<file path="src/rtl/timer_ctl_pkg.sv">
// Timer controller shared definitions:
// FSM state encodings and mode constants.
`ifndef TIMER_CTL_PKG_SV
`define TIMER_CTL_PKG_SV
package timer_ctl_pkg;

  typedef enum logic [1:0] {
    IDLE = 2'd0,
    LOAD = 2'd1,
    RUN  = 2'd2
  } tstate_t;

  localparam logic MODE_ONESHOT  = 1'b0;
  localparam logic MODE_PERIODIC = 1'b1;

endpackage
`endif

</file>
<file path="src/rtl/timer_irq.sv">
// Sticky expiry flag with a saturating
// count of expiries missed while pending.
module timer_irq #(
  parameter int OW = 4
) (
  input  logic          clock,
  input  logic          reset,
  input  logic          expire,
  input  logic          ack,
  output logic          irq,
  output logic [OW-1:0] overrun
);

  localparam logic [OW-1:0] OMAX = '1;

  logic hit;

  assign hit = expire & irq;

  always_ff @(posedge clock) begin
    if (reset) begin
      irq     <= 1'b0;
      overrun <= '0;
    end else begin
      irq <= expire | (irq & ~ack);
      // ack clears history, but a same-cycle miss still counts once
      if (ack)
        overrun <= hit ? OW'(1) : '0;
      else if (hit && overrun != OMAX)
        overrun <= overrun + 1'b1;
    end
  end

endmodule

</file>
<file path="src/rtl/timer_ctl.sv">
// Load/run sequencer driving an external
// countdown timer, with expiry interrupt.
module timer_ctl #(
  parameter int W  = 8,
  parameter int OW = 4
) (
  input  logic          clock,
  input  logic          reset,
  input  logic [W-1:0]  cfg_period,
  input  logic          cfg_periodic,
  input  logic          start,
  input  logic          stop,
  input  logic          ack,
  input  logic [W-1:0]  count,
  output logic [W-1:0]  value,
  output logic          put,
  output logic          busy,
  output logic          expire,
  output logic          irq,
  output logic [OW-1:0] overrun
);

  import timer_ctl_pkg::*;

  tstate_t      state, state_d;
  logic [W-1:0] per_q, per_d;
  logic         mode_q, mode_d;
  logic [W-1:0] value_d;
  logic         put_d;
  logic         exp_d;

  always_ff @(posedge clock) begin
    if (reset) begin
      state  <= IDLE;
      per_q  <= '0;
      mode_q <= MODE_ONESHOT;
      value  <= '0;
      put    <= 1'b0;
      busy   <= 1'b0;
      expire <= 1'b0;
    end else begin
      state  <= state_d;
      per_q  <= per_d;
      mode_q <= mode_d;
      value  <= value_d;
      put    <= put_d;
      busy   <= (state_d != IDLE);
      expire <= exp_d;
    end
  end

  // outputs are registered from the next-state decision
  always_comb begin
    state_d = state;
    per_d   = per_q;
    mode_d  = mode_q;
    value_d = '0;
    put_d   = 1'b0;
    exp_d   = 1'b0;
    if (stop) begin
      state_d = IDLE;
      put_d   = 1'b1;
    end else if (start) begin
      per_d   = cfg_period;
      mode_d  = cfg_periodic;
      state_d = LOAD;
      put_d   = 1'b1;
      value_d = cfg_period;
    end else begin
      unique case (state)
        IDLE: state_d = IDLE;
        LOAD: state_d = RUN;
        RUN: begin
          if (count == '0) begin
            exp_d = 1'b1;
            unique case (mode_q)
              MODE_PERIODIC: begin
                state_d = LOAD;
                put_d   = 1'b1;
                value_d = per_q;
              end
              MODE_ONESHOT: state_d = IDLE;
              default:      state_d = IDLE;
            endcase
          end
        end
        default: state_d = IDLE;
      endcase
    end
  end

  timer_irq #(
    .OW(OW)
  ) u_irq (
    .clock   (clock),
    .reset   (reset),
    .expire  (expire),
    .ack     (ack),
    .irq     (irq),
    .overrun (overrun)
  );

endmodule

</file>
<file path="config.mk">
export PLATFORM = sky130hd
export DESIGN_NAME = timer_ctl
export DESIGN_NICKNAME = d
export VERILOG_FILES = /design/src/rtl/timer_ctl_pkg.sv /design/src/rtl/timer_irq.sv /design/src/rtl/timer_ctl.sv
export SDC_FILE = /design/constraint.sdc
export NUM_CORES = 1
export LEC_CHECK = 0
export ABC_AREA = 1
export CAP_MARGIN = 20
export CORE_MARGIN = 2
export CORE_UTILIZATION = 40
export DETAILED_ROUTE_END_ITERATION = 12
export GPL_ROUTABILITY_DRIVEN = 1
export PLACE_DENSITY = 0.74
export RECOVER_POWER = 25
export SLEW_MARGIN = 40
export SYNTH_ARGS = -nofsm -noshare
export SYNTH_HDL_FRONTEND = slang
export SYNTH_SLANG_ARGS = --single-unit
</file>
<file path="constraint.sdc">
create_clock -name clock -period 1 [get_ports clock]
set_input_delay 0.25 -clock clock [delete_from_list [all_inputs] [get_ports clock]]
set_output_delay 0.25 -clock clock [all_outputs]
set_load 0.02 [all_outputs]
</file>
==> results.toml <==
[outcome]
outcome = "finished, violations left"
violations = "setup timing"

[yosys]
async_flop_share_pct = 0
synthTopCellsByCount = "nor2_1, dfxtp_1, o21ai_0"
synth_edf_count = 0
yosysSeqAreaShare_pct = 47.89
yosys_warnings = 0
synthCells = 146
synth_nets = 171
synth_top_area_share_pct = 47.89
synth_cell_types = 18
ys_top_cells_by_area = "dfxtp_1, nor2_1, o21ai_0, a21oi_1, nand2_1"
synth.most_common_cell = "nor2_1"
yosysTopAreaCell = "dfxtp_1"
syn_area_per_cell_um2 = 7.730
syn-cell-area_um2 = 1129
synth_ff_type = "dfxtp_1"
synth_seq_cells = 27

[place]
post_dp_cell_area_um2 = 1660
port_buffers = 37
dpl.hpwl_um = 2005
finalWeightedCongestion = 0.8308
dp_slack_ns = -0.4890

[pwr]
ir_drop_uv = 815.4
p_sw_mw = 0.5066
switching_share_pct = 26.22
pwr-share-clk_pct = 26.5
p_per_area_nw_per_um2 = 1056
intPower_mw = 1.426
pwr-share-seq_pct = 59.2
pwr-share-comb_pct = 14.3
cellLeakagePower_nw = 0.8444

[sta]
period_share_pct = 110.6
fmax_mhz = 904.1
max_slew_margin_pct = 73.42
finalCriticalPeriod_ns = 1.106
fin_skew_ns = 0.005149
tightest_slew_ns = 0.3982
tns_ns = -1.747
maxSlewViolCount = 0
hold_viol = 0
rsz0062_at_grt = "yes"
worst_slack_ns = -0.1060
setup_violations = 31

[clocking]
cts_htree_levels = 1
clk_latency_ns = 0.33
cts_tree = "done"
cts_max_path_buffers = 2
clkTransAtPathRegs_ns = 0.16
cts_sinks = 27
ctsHoldBuffers = 0
clockRootBuffer = "clkbuf_4"
cts_inserted_buffers = 3

[detailed_routing]
route.detailed.drc = 0
drt-wirelength-per-cell_um = 13.04
finalWirelength_um = 3038
avgViaCountPerCell = 5.090
first_pass_iters = 6
postRouteAntennaNets = 0
drtIter0Drc = 48
num_vias = 1186

[die]
fp.dieW_um = 57.12
coreArea_um2 = 2710
design.die.area_um2 = 3262
rows = 19
start_util_pct = 41.64
die_height_um = 57.12
pin_count = 38

[worst_setup_path]
cp.buffers_inverters = 1
slowest_stage = "dfxtp_4"
crit_type = "reg -> out"
slowest_delay_ns = 0.41
path_delay_family = "flip-flops"
critPathLaunchType = "flip-flop"
cp.required_ns = 0.75
path_max_fanout = 3
arrival_ns = 0.86
worstPathCellList = "buf_6"
cp-end-kind = "output pin"

[global_route]
antenna_found_initial = 0
grt_pass1_wl_um = 4843
grt_use_total_pct = 18.59
grt_pass1_vias = 1140
grt_start_max_net_pins = 18
grt-ovfl-total = 0

[finish]
fin_area_um2 = 1831
area_growth_pct = 62.20
diodes = 0
utilization_pct = 67.54
layout-drive-gt1-share_pct = 38.12
fin_nets = 228
fillers = 223

[job]
drv_cap = 0

[worst_hold_path]
hp-class = "in -> reg"
==> power by group through the flow <==
| stage | logic [mW] | registers (mW) | clock network, mW |
|---|---|---|---|
| global route | 0.299 | 1.15 | 0.580 |
| detailed placement | 0.261 | 1.16 | 0 |
| finish | 0.276 | 1.14 | 0.512 |
| CTS | 0.270 | 1.14 | 0.529 |
| global placement | 0.257 | 1.16 | 0 |
| floorplan | 0.0934 | 1.17 | 0 |
==> timing repair <==
item                                    4_1_cts  5_1_grt
pin swaps                                    34       17
setup buffers                                 5        0
gates cloned                                  1        0
gates resized for setup                     125       16
endpoints found under the setup margin       41       36
==> placed cells by master (no fill, tap or decap) <==
cell type and n:
clkbuf_4 3, o21bai_4 1, nand2_2 3, ha_2 1
inv_6 1, nand2_1 8, inv_2 3, nand3_2 1
nor2_4 2, inv_1 11, buf_2 1, dfxtp_2 15
nand4_1 8, dfxtp_1 10, dlygate4sd2_1 9, buf_4 16
inv_4 1, nand3_1 2, nand2_4 3, a21oi_2 1
buf_6 18, nor2_2 1, dlymetal6s2s_1 2, nor2_1 32
a22o_1 1, ha_4 2, o21ai_1 2, clkdlybuf4s50_1 10
nand3_4 1, buf_12 1, o21bai_1 1, o21ai_0 19
a21oi_1 10, dfxtp_4 2
==> metrics by stage <==
stage                     hold slack [ns]  power, mW  cells
after global routing               0.2195      2.029    233
after floorplan                    0.3191      1.264    146
after detailed placement           0.4798      1.421    223
after global placement             0.4695      1.415    223
after CTS                          0.4221      1.942    233
final                              0.2303      1.932    233
==> final timing paths <==
| check | cells past startpoint | from | slack [ns] | to |
|---|---|---|---|---|
| worst min register to register | 2 | per_q[3]$_SDFFE_PP0P_ | 0.49 | value[3]$_SDFF_PP0_ |
| worst min-delay path | 3 | start | 0.23 | put$_SDFF_PP0_ |
| worst max register to register | 7 | u_irq.overrun[1]$_SDFFE_PP0P_ | -0.10 | u_irq.overrun[2]$_SDFFE_PP0P_ |
| worst max-delay path | 1 | u_irq.overrun[1]$_SDFFE_PP0P_ | -0.11 | overrun[1] |
==> cell families after synthesis <==
group / Yosys count / share of synthesized area (%)
AO/OA/AOI/OAI: 35 / 16.30
buffers and inverters: 20 / 8.426
adder cells (fa/ha/maj): 3 / 3.326
flip-flops: 27 / 47.89
AND/OR/NAND/NOR: 61 / 24.06
==> layout make-up <==
type                    instances  area [um^2]  share of cell area [%]
clock buffers                   3        22.52                   1.230
clock inverters                 1        8.758                  0.4785
repair buffers                 57        551.8                   30.14
multi-input cells              99        583.1                   31.85
well taps                      31        38.79                   2.119
flip-flops and latches         27        566.8                   30.96
inverters                      15        58.81                   3.213
==> flip-flops by register name, summed over array words and instances, names as in the netlist <==
register,flops
u_irq.irq,1
mode_q,1
put,1
state,2
value,8
per_q,8
busy,1
u_irq.overrun,4
expire,1
==> per-layer routing <==
| layer | global-route usage [%] | vias to the layer above | share of wire [%] | wire length, um |
|---|---|---|---|---|
| met5 | 0 | - | 0 | 0 |
| met4 | 6.977 | 0 | 1.3 | 38 |
| met3 | 2.268 | 6 | 5.2 | 157 |
| met2 | 34.81 | 44 | 55 | 1664 |
| met1 | 21.42 | 543 | 39 | 1179 |
| li1 | - | 593 | - | - |
Note: power is estimated with default switching activity, not from simulation.
